`config.mk`:
```
export PLATFORM = sky130hd
export DESIGN_NAME = axi_burst_gen
export DESIGN_NICKNAME = d
export VERILOG_FILES = /design/src/rtl/axi_burst_gen.sv
export SDC_FILE = /design/constraint.sdc
export NUM_CORES = 1
export LEC_CHECK = 0
export BUFFER_PORTS_ARGS = -buffer_cell sky130_fd_sc_hd__clkbuf_2
export CAP_MARGIN = 25
export CORE_UTILIZATION = 59
export CTS_CLUSTER_DIAMETER = 200
export DETAILED_ROUTE_END_ITERATION = 10
export GPL_ROUTABILITY_DRIVEN = 1
export PLACE_DENSITY = 0.92
export SETUP_SLACK_MARGIN = 0.05
export SLEW_MARGIN = 20
export SYNTH_ARGS = -nofsm -noshare
export SYNTH_HDL_FRONTEND = slang
export SYNTH_SLANG_ARGS = --single-unit
```
`constraint.sdc`:
```
create_clock -name clk -period 14.8 [get_ports clk]
set_input_delay 1.48 -clock clk [delete_from_list [all_inputs] [get_ports clk]]
set_output_delay 1.48 -clock clk [all_outputs]
set_load 0.005 [all_outputs]
```
`src/rtl/axi_burst_gen.sv`:
```
// axi_burst_gen: splits one (address, beat count) transfer request into a
// sequence of AXI INCR address-channel bursts. Each burst is capped at
// MAX_LEN beats and never crosses a 4 KB page.
module axi_burst_gen #(
  parameter int ID_W    = 2,
  parameter int ADDR_W  = 32,
  parameter int DATA_W  = 64,
  parameter int MAX_LEN = 16,
  parameter int BEATS_W = 16
) (
  input  logic              clk,
  input  logic              rst,
  input  logic              req_valid,
  output logic              req_ready,
  input  logic [ADDR_W-1:0] req_addr,
  input  logic [BEATS_W-1:0] req_beats,
  input  logic [ID_W-1:0]   req_id,
  output logic              AxVALID,
  input  logic              AxREADY,
  output logic [ID_W-1:0]   AxID,
  output logic [ADDR_W-1:0] AxADDR,
  output logic [7:0]        AxLEN,
  output logic [2:0]        AxSIZE,
  output logic [1:0]        AxBURST,
  output logic              AxLOCK,
  output logic [3:0]        AxCACHE,
  output logic [2:0]        AxPROT,
  output logic              busy,
  output logic              done
);

  // bytes-per-beat shift
  localparam int SZ = $clog2(DATA_W / 8);
  // burst arithmetic width: wide enough for the remaining count, for
  // MAX_LEN=256, and for the 4096-byte page distance
  localparam int W  = (BEATS_W > 13) ? BEATS_W : 13;

  typedef enum logic {IDLE, ISSUE} state_t;

  state_t              state_q, state_d;
  logic [ADDR_W-1:0]   addr_q, addr_d;
  logic [BEATS_W-1:0]  rem_q, rem_d;
  logic [ID_W-1:0]     id_q, id_d;
  logic                req_ready_q, req_ready_d;
  logic                axvalid_q, axvalid_d;
  logic                busy_q, busy_d;
  logic                done_q, done_d;

  logic [W-1:0]        rem_w;
  logic [W-1:0]        b4k;
  logic [W-1:0]        b;

  // Size of the burst currently presented: min(rem, MAX_LEN, beats to 4 KB).
  // Derived only from registers so it is stable while AxVALID waits.
  always_comb begin
    rem_w = W'(rem_q);
    b4k   = W'((13'h1000 - {1'b0, addr_q[11:0]}) >> SZ);
    b     = rem_w;
    if (W'(MAX_LEN) < b) b = W'(MAX_LEN);
    if (b4k < b)         b = b4k;
  end

  // Next-state logic for the request/issue sequencer.
  always_comb begin
    state_d     = state_q;
    addr_d      = addr_q;
    rem_d       = rem_q;
    id_d        = id_q;
    req_ready_d = req_ready_q;
    axvalid_d   = axvalid_q;
    busy_d      = busy_q;
    done_d      = 1'b0;
    unique case (state_q)
      IDLE: begin
        if (req_valid) begin
          addr_d = req_addr & ~ADDR_W'((1 << SZ) - 1);
          rem_d  = req_beats;
          id_d   = req_id;
          if (req_beats != '0) begin
            state_d     = ISSUE;
            req_ready_d = 1'b0;
            axvalid_d   = 1'b1;
            busy_d      = 1'b1;
          end else begin
            // empty transfer completes without touching the bus
            done_d = 1'b1;
          end
        end
      end
      ISSUE: begin
        if (AxREADY) begin
          addr_d = addr_q + (ADDR_W'(b) << SZ);
          rem_d  = rem_q - BEATS_W'(b);
          if (rem_w == b) begin
            state_d     = IDLE;
            req_ready_d = 1'b1;
            axvalid_d   = 1'b0;
            busy_d      = 1'b0;
            done_d      = 1'b1;
          end
        end
      end
      default: state_d = IDLE;
    endcase
  end

  // State and registered outputs; reset abandons any transfer in flight.
  always_ff @(posedge clk or posedge rst) begin
    if (rst) begin
      state_q     <= IDLE;
      addr_q      <= '0;
      rem_q       <= '0;
      id_q        <= '0;
      req_ready_q <= 1'b1;
      axvalid_q   <= 1'b0;
      busy_q      <= 1'b0;
      done_q      <= 1'b0;
    end else begin
      state_q     <= state_d;
      addr_q      <= addr_d;
      rem_q       <= rem_d;
      id_q        <= id_d;
      req_ready_q <= req_ready_d;
      axvalid_q   <= axvalid_d;
      busy_q      <= busy_d;
      done_q      <= done_d;
    end
  end

  assign req_ready = req_ready_q;
  assign AxVALID   = axvalid_q;
  assign AxID      = id_q;
  assign AxADDR    = addr_q;
  // length is forced to 0 when idle so stale register contents never show
  assign AxLEN     = axvalid_q ? 8'(b - W'(1)) : 8'd0;
  assign AxSIZE    = 3'(SZ);
  assign AxBURST   = 2'b01;
  assign AxLOCK    = 1'b0;
  assign AxCACHE   = 4'b0000;
  assign AxPROT    = 3'b000;
  assign busy      = busy_q;
  assign done      = done_q;

endmodule

```
==> flow_metrics.tcl, run 1 <==
set metrics [dict create \
    outcome "finished, final reports clean" \
    design_area_um2 5338 \
    first_pass_iters 5 \
    clk_pin_slew_ns 0.11 \
    r2r.worst_path.cells 19 \
    hp-class "flip-flop to flip-flop" \
    ant_nets 0 \
    hpwl_um 9783 \
    synth_warnings 0 \
    cts-htree-levels 2 \
    die_h_um 91.62 \
    p_per_area_nw_per_um2 273.5 \
    cp.arrival_ns 4.76 \
    yosysTopAreaCell "dfrtp_1" \
    path_cells "or3_1 > or2_2 > nor4_1 > xnor2_1 > ha_1 > nand4_1 > nor2_1 > a221o_1 > a21oi_4 > nand2_1 > o21ai_2 > inv_1 > ha_1 > o21ai_0 > mux2i_1 > xnor2_1 > and2_1 > clkbuf_2" \
    dieWidth_um 91.62 \
    crit_required_ns 13.32 \
    areaGrowthSynthToFinish_pct 12.65 \
    final_hold_viol_count 0 \
    critPathMaxFanout 21 \
    yosysMostFrequentCell "nand2_1" \
    wl_um 13350 \
    fin_crit_ns 6.242 \
    rsz0062_at_grt "no" \
    synth.top_cell.area_share_pct 26.41 \
    clock-sinks 51 \
    critPathKind "flip-flop to primary output" \
    ys_ff_latch 51 \
    cts_tree "done" \
    setup_tns_ns 0 \
    fin_nets 777 \
    rows 32 \
    nFillCells 620 \
    vias 4934 \
    ys.flop_type "dfrtp_1" \
    finalCritPeriodShare_pct 42.17 \
    yosysSeqAreaShare_pct 26.96 \
    avgSynthCellArea_um2 8.086 \
    remaining_drc_errors 0 \
    cp_slowest_cell "a21oi_4" \
    cts_buffers 5 \
    cts_resized 0 \
    io_buffers 93 \
    clock_skew_ns 0.01173 \
    first_global_vias 4737 \
    cts-hold-fix-buffers 0 \
    cts_setup_buffers 0 \
    grt_max_degree 52 \
    setup_viol 0 \
    overflow 0 \
    syn_area_um2 4738 \
    insertedDiodeCount 0 \
    synth_cells 586 \
    drive_above_1_share_pct 16.94 \
    yosys-top-cells-area "dfrtp_1 (26%), ha_1 (11%), nand2_1 (4.5%), o21ai_0 (4.3%), a21oi_1 (4.2%)" \
    ys_top_cells_by_count "nand2_1 (57), dfrtp_1 (50), ha_1 (43)" \
    max-cap-violations 0 \
    slew_headroom_pct 33.15 \
    routedWlPerCell_um 17.10 \
    start_util_pct 61.32 \
    synthArstFlopShare_pct 100.0 \
    clock_path_buffers 2 \
    gp_congestion 0.9400 \
    slowest_delay_ns 0.51 \
    peakVddDrop_v 0.0001258 \
    grt_pass1_wl_um 21900 \
    max_freq_ghz 0.1602 \
    synth_edf_count 0 \
    place_area_um2 5240 \
    worst_skew_pair.late_latency_ns 0.32 \
    startpoint_type "flip-flop" \
    cp-end-kind "primary output" \
    worstHoldPathCells 2 \
    tightestPinTransition_ns 1.000 \
    num_io_pins 113 \
    p_leak_nw 2.523 \
    drv_slew 0 \
    drt_iter0_drc 446 \
    cts_root_buf "clkbuf_8" \
    ys_types 57 \
    die_area_um2 8393 \
    via_per_inst 6.318 \
    coreArea_um2 7727 \
    grtUsageTotal_pct 32.39 \
    antenna_found_initial 0 \
]
-- cell families (layout without fill, tap and decap cells) --
group | after synthesis | count (layout) | share of synthesized area, %
multiplexers | 10 | 10 | 2.113
buffers and inverters | 73 | 136 | 7.447
adder cells (fa/ha/maj) | 45 | 45 | 12.20
AO/OA/AOI/OAI | 172 | 172 | 23.66
XOR/XNOR | 36 | 36 | 6.655
AND/OR/NAND/NOR | 197 | 197 | 20.81
other | 2 | 32 | 0.1585
flip-flops | 51 | 51 | 26.96
-- worst paths after layout --
path / start / end / slack [ns]
min in group asynchronous: rst / AxADDR[29]$_DFFE_PP0P_ / 1.31
worst max register to register: AxADDR[5]$_DFFE_PP0P_ / AxADDR[29]$_DFFE_PP0P_ / 8.68
max in group asynchronous: rst / AxADDR[13]$_DFFE_PP0P_ / 13.03
worst min register to register: AxID[1]$_DFFE_PP0P_ / AxID[1]$_DFFE_PP0P_ / 0.50
worst max-delay path: AxADDR[5]$_DFFE_PP0P_ / AxLEN[4] / 8.56
worst min-delay path: AxID[1]$_DFFE_PP0P_ / AxID[1]$_DFFE_PP0P_ / 0.50
-- stage by stage --
stage	util [%]	hold WS, ns	power [mW]	setup WS (ns)	std cells
6_report	69.07	0.4971	1.460	8.558	781
5_1_grt	69.07	0.5382	1.593	8.314	781
4_1_cts	69.07	0.5018	1.439	8.608	781
3_5_place_dp	67.81	0.4733	1.335	8.883	773
3_3_place_gp	67.81	0.4610	1.275	9.096	773
2_1_floorplan	-	0.4697	1.069	9.602	616
-- report_power, final --
| part | internal (mW) | leakage (nW) | switching, mW | total, mW |
|---|---|---|---|---|
| clock network | 0.0353 | 0.0502 | 0.0569 | 0.0921 |
| registers | 0.204 | 0.602 | 0.0832 | 0.287 |
| logic | 0.469 | 1.87 | 0.611 | 1.08 |
| total | 0.708 | 2.52 | 0.751 | 1.46 |
-- layout by cell type, fill, tap and decap left out, types with 10 or more instances in the layout --
cell type,synthesis,layout
clkbuf_2,0,93
nand2_1,57,57
dfrtp_1,50,50
ha_1,43,43
o21ai_0,41,41
a21oi_1,40,40
nor2_1,36,36
conb_1,2,32
inv_1,31,30
xor2_1,21,21
nand3_1,17,17
xnor2_1,15,15
and2_1,13,13
nor2b_1,13,12
a22oi_1,12,12
nor3_1,11,11
a21o_1,11,11
nand4_1,10,10
mux2i_1,10,10
nor4_1,10,10
-- layer usage --
metal	vias up	routed length [µm]	part of all wire, %	GRT usage (%)
met5	-	0	0	0
met4	0	469	3.5	13.49
met3	59	1064	8.0	4.229
met2	273	6601	49	57.27
met1	2341	5217	39	39.59
li1	2261	-	-	-
-- critical path, delay by kind of cell, from the launching register on --
kind            cells  cell delay [ns]
fa+ha+maj           2             0.60
flops               1             0.49
mux                 1             0.11
compound gates      4             1.10
simple gates        7             1.47
buf+inv             2             0.25
xor+xnor            2             0.42
-- flip-flops by register name (all words and copies together) (netlist names) --
register / flops
AxADDR: 29
AxID: 2
busy: 1
done: 1
rem_q: 16
req_ready: 1
state_q: 1
-- area by class of cell --
class	count	area [µm²]	share of cell area, %
clock buffers	5	68.82	1.289
flip-flops and latches	51	1277	23.93
repair buffers	97	495.5	9.283
inverters	31	116.4	2.180
multi-input cells	492	3223	60.38
clock inverters	3	28.78	0.5391
well taps	102	127.6	2.391
Power figures use the tool's default switching activity.
==> run 2: changes to the inputs <==
--- a/config.mk
+++ b/config.mk
@@ -5,13 +5,14 @@
 export SDC_FILE = /design/constraint.sdc
 export NUM_CORES = 1
 export LEC_CHECK = 0
+export ABC_AREA = 1
 export BUFFER_PORTS_ARGS = -buffer_cell sky130_fd_sc_hd__clkbuf_2
 export CAP_MARGIN = 25
-export CORE_UTILIZATION = 59
+export CORE_UTILIZATION = 51
 export CTS_CLUSTER_DIAMETER = 200
 export DETAILED_ROUTE_END_ITERATION = 10
 export GPL_ROUTABILITY_DRIVEN = 1
-export PLACE_DENSITY = 0.92
+export PLACE_DENSITY = 0.84
 export SETUP_SLACK_MARGIN = 0.05
 export SLEW_MARGIN = 20
 export SYNTH_ARGS = -nofsm -noshare
==> constraint.sdc (replaced) <==
create_clock -name clk -period 5.54 [get_ports clk]
set_input_delay 0.554 -clock clk [delete_from_list [all_inputs] [get_ports clk]]
set_output_delay 0.554 -clock clk [all_outputs]
set_load 0.005 [all_outputs]
==> run 2 against run 1 <==
Against the previous run: clock power rose to 2.6 times the previous value; synthesized cell count increased by 29%; clock skew is 0.0041 ns higher; count of clock-buffer cells in the layout up 2; die area rose by 25%; via count up 8.5%; largest cell class unchanged; cell area increased by 8.4%; setup slack got worse by 8.1 ns; wire length rose by 3.3%; sequential power up 140%; first-iteration DRC count decreased by 41%; non-clock buffer count down 1.
==> flow_metrics.tcl, run 2 <==
set metrics [dict create \
    cts-htree-levels 2 \
    grt_pass1_wl_um 22640 \
    hp-class "input pin to async pin" \
    clk_pin_slew_ns 0.11 \
    wl_um 13790 \
    worst_skew_pair.late_latency_ns 0.32 \
    areaGrowthSynthToFinish_pct 12.86 \
    slowest_delay_ns 0.45 \
    ys.flop_type "dfrtp_1" \
    cp_num_buf_inv 4 \
    ys_types 48 \
    yosysTopAreaCell "dfrtp_1" \
    grt_max_degree 52 \
    cts_setup_buffers 0 \
    gp_congestion 0.9106 \
    clock_path_buffers 2 \
    ys_top_cells_by_count "nand2_1 (159), nor2_1 (84), inv_1 (82)" \
    yosysSeqAreaShare_pct 24.92 \
    cp-end-kind "flip-flop" \
    intPower_mw 1.726 \
    fin_cells 985 \
    seqPwrFrac_pct 18.5 \
    fin_nets 950 \
    p_per_area_nw_per_um2 653.5 \
    yosys-top-cells-area "dfrtp_1 (24%), nand2_1 (12%), ha_1 (10%), nor2_1 (6.2%), inv_1 (6.0%)" \
    pwr-share-clk_pct 6.4 \
    setup_viol 0 \
    grtUsageTotal_pct 27.37 \
    synth.top_cell.area_share_pct 24.41 \
    start_util_pct 52.44 \
    first_pass_iters 5 \
    layout_commonest_cell "nand2_1" \
    p_leak_nw 3.065 \
    critPathMaxFanout 9 \
    cp_top_family "simple AND/OR/NAND/NOR gates" \
    cts_tree "done" \
    coreArea_um2 9774 \
    dpl.cell_count 977 \
    final_hold_viol_count 0 \
    largest_register_ff_count 29 \
    slew_headroom_pct 37.68 \
    io_buffers 93 \
    overflow 0 \
    insertedDiodeCount 0 \
    path_common_cell "nand2_1" \
    rsz0062_at_grt "no" \
    synth_edf_count 0 \
    nFillCells 970 \
    first_global_vias 4846 \
    drt_iter0_drc 265 \
    max-cap-violations 0 \
    critPathKind "flip-flop to flip-flop" \
    cts_resized 0 \
    synth_cells 754 \
    cts_root_buf "clkbuf_8" \
    drv_slew 0 \
    cts_buffers 5 \
    peakVddDrop_v 0.0002502 \
    die_h_um 102.3 \
    max_freq_ghz 0.1987 \
    drive_above_1_share_pct 17.72 \
    hpwl_um 10440 \
    crit_required_ns 5.75 \
    clock_skew_ns 0.01581 \
    setup_tns_ns 0 \
    cp.arrival_ns 5.25 \
    final_cell_mix "nand2_1 (159), clkbuf_2 (93), nor2_1 (84), inv_1 (81), a21oi_1 (59)" \
    num_io_pins 113 \
    vias 5354 \
    cp_slowest_cell "dfrtp_1" \
    p_comb_share_pct 75.0 \
    antenna_found_initial 0 \
    ant_nets 0 \
    ff2ff_setup_slack_ns 0.51 \
    cts-hold-fix-buffers 0 \
    remaining_drc_errors 0 \
    synthArstFlopShare_pct 100.0 \
    die_area_um2 10460 \
    avgSynthCellArea_um2 6.799 \
    clock-sinks 51 \
    outcome "finished, final reports clean" \
    finalCritPeriodShare_pct 90.84 \
    r2r.worst_path.cells 28 \
    via_per_inst 5.436 \
    fin_crit_ns 5.033 \
    tightestPinTransition_ns 0.9338 \
    dieWidth_um 102.3 \
    syn_area_um2 5126 \
    worst-path-stages 28 \
    rows 36 \
    routedWlPerCell_um 14.00 \
    yosysMostFrequentCell "nand2_1" \
    netSwitchingPower_mw 2.055 \
    startpoint_type "flip-flop" \
    synth_warnings 0 \
    ys_ff_latch 51 \
    swShare_pct 54.34 \
]
[run 2: routing by layer]
layer	global-route usage (%)	vias up	share of wire [%]
met3	4.036	21	6.1
met1	36.78	2490	46
met5	0	-	0
li1	-	2661	-
met4	6.593	0	1.2
met2	46.26	182	47
[run 2: power groups by stage]
stage          sequential (mW)  clock (mW)  combinational (mW)
6_report                 0.701       0.243                2.84
5_1_grt                  0.721       0.255                3.23
4_1_cts                  0.696       0.244                2.80
3_5_place_dp             0.702           0                2.77
3_3_place_gp             0.698           0                2.70
2_1_floorplan            0.665           0                2.16
[run 2: final timing paths]
kind                                             from                     end
worst max-delay path            AxADDR[3]$_DFFE_PP0P_  AxADDR[31]$_DFFE_PP0P_
max in group asynchronous                         rst  AxADDR[10]$_DFFE_PP0P_
worst max register to register  AxADDR[3]$_DFFE_PP0P_  AxADDR[31]$_DFFE_PP0P_
worst min-delay path                              rst  AxADDR[31]$_DFFE_PP0P_
min in group clk                            req_id[0]     AxID[0]$_DFFE_PP0P_
worst min register to register    AxID[1]$_DFFE_PP0P_     AxID[1]$_DFFE_PP0P_
[run 2: through the flow]
step | setup WS, ns | hold slack, ns | utilization (%) | total power [mW] | instance area [µm²]
floorplan | 1.203 | 0.4724 | - | 2.821 | 5239
global placement | 0.6834 | 0.4700 | 58.22 | 3.399 | 5690
detailed placement | 0.5812 | 0.4772 | 58.22 | 3.477 | 5690
CTS | 0.5720 | 0.4148 | 59.19 | 3.739 | 5786
global route | 0.1006 | 0.4483 | 59.19 | 4.207 | 5786
finish | 0.5075 | 0.3928 | 59.19 | 3.781 | 5786
[run 2: kinds of logic after synthesis]
group | share of synthesized area (%)
AND/OR/NAND/NOR | 29.07
AO/OA/AOI/OAI | 19.89
buffers and inverters | 10.76
flip-flops | 24.92
adder cells (fa/ha/maj) | 11.28
XOR/XNOR | 3.930
other | 0.1465
[run 2: worst register-to-register path, delay by kind of cell (launching register included)]
kind,cells,cell delay [ns]
xor gates and xnor gates,2,0.33
AOI/OAI and AO/OA,6,1.17
and+or+nand+nor,12,1.53
buffers and inverters,4,0.40
DFF,1,0.45
adders and majority gates,4,1.05
[run 2: cell type report]
| cell class | instances | area [µm²] | share of cell area, % |
|---|---|---|---|
| inverter | 93 | 349.1 | 6.034 |
| clock buffer | 7 | 86.33 | 1.492 |
| clock inverter | 1 | 8.758 | 0.1514 |
| tap | 133 | 166.4 | 2.876 |
| sequential | 51 | 1277 | 22.08 |
| timing repair buffer | 96 | 488.0 | 8.434 |
| multi-input combinational | 604 | 3410 | 58.93 |
==> run 3: changes to the inputs <==
--- a/config.mk
+++ b/config.mk
@@ -5,14 +5,14 @@
 export SDC_FILE = /design/constraint.sdc
 export NUM_CORES = 1
 export LEC_CHECK = 0
-export ABC_AREA = 1
+export ABC_AREA = 0
 export BUFFER_PORTS_ARGS = -buffer_cell sky130_fd_sc_hd__clkbuf_2
 export CAP_MARGIN = 25
-export CORE_UTILIZATION = 51
+export CORE_UTILIZATION = 50
 export CTS_CLUSTER_DIAMETER = 200
 export DETAILED_ROUTE_END_ITERATION = 10
 export GPL_ROUTABILITY_DRIVEN = 1
-export PLACE_DENSITY = 0.84
+export PLACE_DENSITY = 0.83
 export SETUP_SLACK_MARGIN = 0.05
 export SLEW_MARGIN = 20
 export SYNTH_ARGS = -nofsm -noshare
==> run 3 against run 2 <==
Against the previous run: power rose by 6.8%; clock skew fell by 0.0038 ns; global-route usage is 0.29 points higher; via count down 8.6%; sequential share of layout area grew 1.1 points; non-clock buffer count is 22 higher; final cell count is 18% lower; count of clock-buffer cells in the layout stayed put; clock power down 8.6%; critical path type unchanged; largest power group unchanged.
==> flow_metrics.tcl, run 3 (same netlist as run 1, synthesis figures left out) <==
set metrics [dict create \
    grt_pass1_wl_um 21900 \
    grt_max_degree 52 \
    r2r_end "AxADDR[27]$_DFFE_PP0P_" \
    max_freq_ghz 0.1873 \
    hp-class "input pin to async pin" \
    overflow 0 \
    ant_nets 0 \
    cts-hold-fix-buffers 0 \
    startpoint_type "flip-flop" \
    wl_um 13430 \
    cp_top_family "compound AO/OA/AOI/OAI gates" \
    cp-end-kind "flip-flop" \
    largest_register_ff_count 29 \
    coreArea_um2 9196 \
    rsz0062_at_grt "yes" \
    routed.top_layer "met4" \
    rows 35 \
    routedWlPerCell_um 16.56 \
    cp.arrival_ns 5.57 \
    path_cells "or3_1 > or2_2 > nor4_2 > xnor2_1 > ha_1 > nand4_1 > o21ai_0 > a221o_1 > a21oi_4 > a21oi_2 > inv_1 > ha_1 > inv_1 > fa_1 > nand2b_1 > a21oi_2 > nor3_1 > o211ai_1 > a221oi_2 > o21a_2 > or3_1 > a31oi_1" \
    layout_commonest_cell "clkbuf_2" \
    p_leak_nw 2.612 \
    fin_crit_ns 5.338 \
    vias 4891 \
    critPathMaxFanout 9 \
    cp_slowest_cell "dfrtp_2" \
    clock_path_buffers 2 \
    start_util_pct 51.52 \
    clock-sinks 51 \
    critPathKind "flip-flop to flip-flop" \
    clock_skew_ns 0.01200 \
    drv_slew 0 \
    tightestPinTransition_ns 0.7600 \
    antenna_found_initial 0 \
    clk_pin_slew_ns 0.10 \
    grtUsageTotal_pct 27.66 \
    via_per_inst 6.031 \
    cp_num_buf_inv 2 \
    num_io_pins 113 \
    die_area_um2 9869 \
    fin_cells 811 \
    crit_required_ns 5.77 \
    die_h_um 99.35 \
    ff2ff_setup_slack_ns 0.20 \
    hpwl_um 9927 \
    first_pass_iters 4 \
    insertedDiodeCount 0 \
    drive_above_1_share_pct 20.57 \
    final_hold_viol_count 0 \
    p_per_area_nw_per_um2 730.3 \
    max-cap-violations 0 \
    slew_headroom_pct 49.33 \
    dpl.cell_count 797 \
    drt-met1-wl_um 5666 \
    worst_skew_pair.late_latency_ns 0.31 \
    drt_iter0_drc 250 \
    finalCritPeriodShare_pct 96.35 \
    slowest_delay_ns 0.46 \
    cts_buffers 5 \
    remaining_drc_errors 0 \
    areaGrowthSynthToFinish_pct 16.66 \
    io_buffers 93 \
    cts-htree-levels 2 \
    dieWidth_um 99.35 \
    setup_tns_ns 0 \
    gp_congestion 0.9748 \
    peakVddDrop_v 0.0002590 \
    fin_total_pwr_mw 4.037 \
    timing.rr.start "AxADDR[7]$_DFFE_PP0P_" \
    cts_tree "done" \
    outcome "finished, final reports clean" \
    r2r.worst_path.cells 22 \
    cts_root_buf "clkbuf_8" \
    final_cell_mix "clkbuf_2 (93), nand2_1 (57), dfrtp_1 (49), ha_1 (43), o21ai_0 (41)" \
    setup_viol 0 \
    dr_wl_met3_um 805 \
    wl_met2_um 6574 \
    first_global_vias 4647 \
    fin_nets 798 \
]
==> run 3: cell types whose count changed in the layout (fill, tap and decap cells not counted), moves of 19 or more <==
cell,before,now
buf_4,3,25
nor2_1,84,36
inv_1,81,30
nand2_1,159,57
a21oi_1,59,37
nand3_1,36,17
==> run 3: routing by layer <==
metal,up-vias,track usage (%)
met3,32,4.076
met5,-,0
li1,2312,-
met2,204,49.47
met4,0,9.389
met1,2343,34.03
==> run 3: cell type report <==
cell class | count | area (µm²)
fill | 851 | 3669
multi-input combinational | 492 | 3259
sequential | 51 | 1279
timing repair buffer | 118 | 653.1
tap | 111 | 138.9
inverter | 31 | 116.4
clock buffer | 7 | 76.32
clock inverter | 1 | 5.005
==> run 3: worst max path at each step <==
stage	endpoint	cells past startpoint	startpoint
after floorplan	AxADDR[27]$_DFFE_PP0P_	23	AxADDR[5]$_DFFE_PP0P_
after global placement	AxADDR[22]$_DFFE_PP0P_	21	AxADDR[7]$_DFFE_PP0P_
after detailed placement	AxADDR[22]$_DFFE_PP0P_	21	AxADDR[7]$_DFFE_PP0P_
after CTS	AxADDR[24]$_DFFE_PP0P_	23	AxADDR[7]$_DFFE_PP0P_
after global routing	AxADDR[27]$_DFFE_PP0P_	22	AxADDR[7]$_DFFE_PP0P_
final	AxADDR[27]$_DFFE_PP0P_	22	AxADDR[7]$_DFFE_PP0P_
==> run 3: what timing repair did <==
item	in CTS	in global routing
setup buffers	2	4
pin swaps	1	7
resized for setup	0	11
setup endpoints to repair	1	20
==> run 3: report_power, final <==
part           switching (mW)  leakage, nW  total [mW]  internal [mW]
registers               0.194        0.601       0.739          0.546
logic                    1.67         1.97        3.07           1.41
clock network           0.133       0.0422       0.222         0.0893
total                    2.00         2.61        4.04           2.04
==> run 3: metrics by stage <==
stage | instance area (µm²) | worst slack (ns) | hold WS (ns) | utilization, %
2_1_floorplan | 4851 | 0.5304 | 0.4697 | -
3_3_place_gp | 5364 | 0.3214 | 0.4680 | 58.33
3_5_place_dp | 5364 | 0.08997 | 0.4702 | 58.33
4_1_cts | 5460 | 0.08136 | 0.4228 | 59.37
5_1_grt | 5528 | 0.003252 | 0.4461 | 60.11
6_report | 5528 | 0.2022 | 0.3988 | 60.11
==> run 3: tightest hold or removal path, delay by kind of cell <==
kind	cells	cell delay [ns]
buffers and inverters	3	0.64
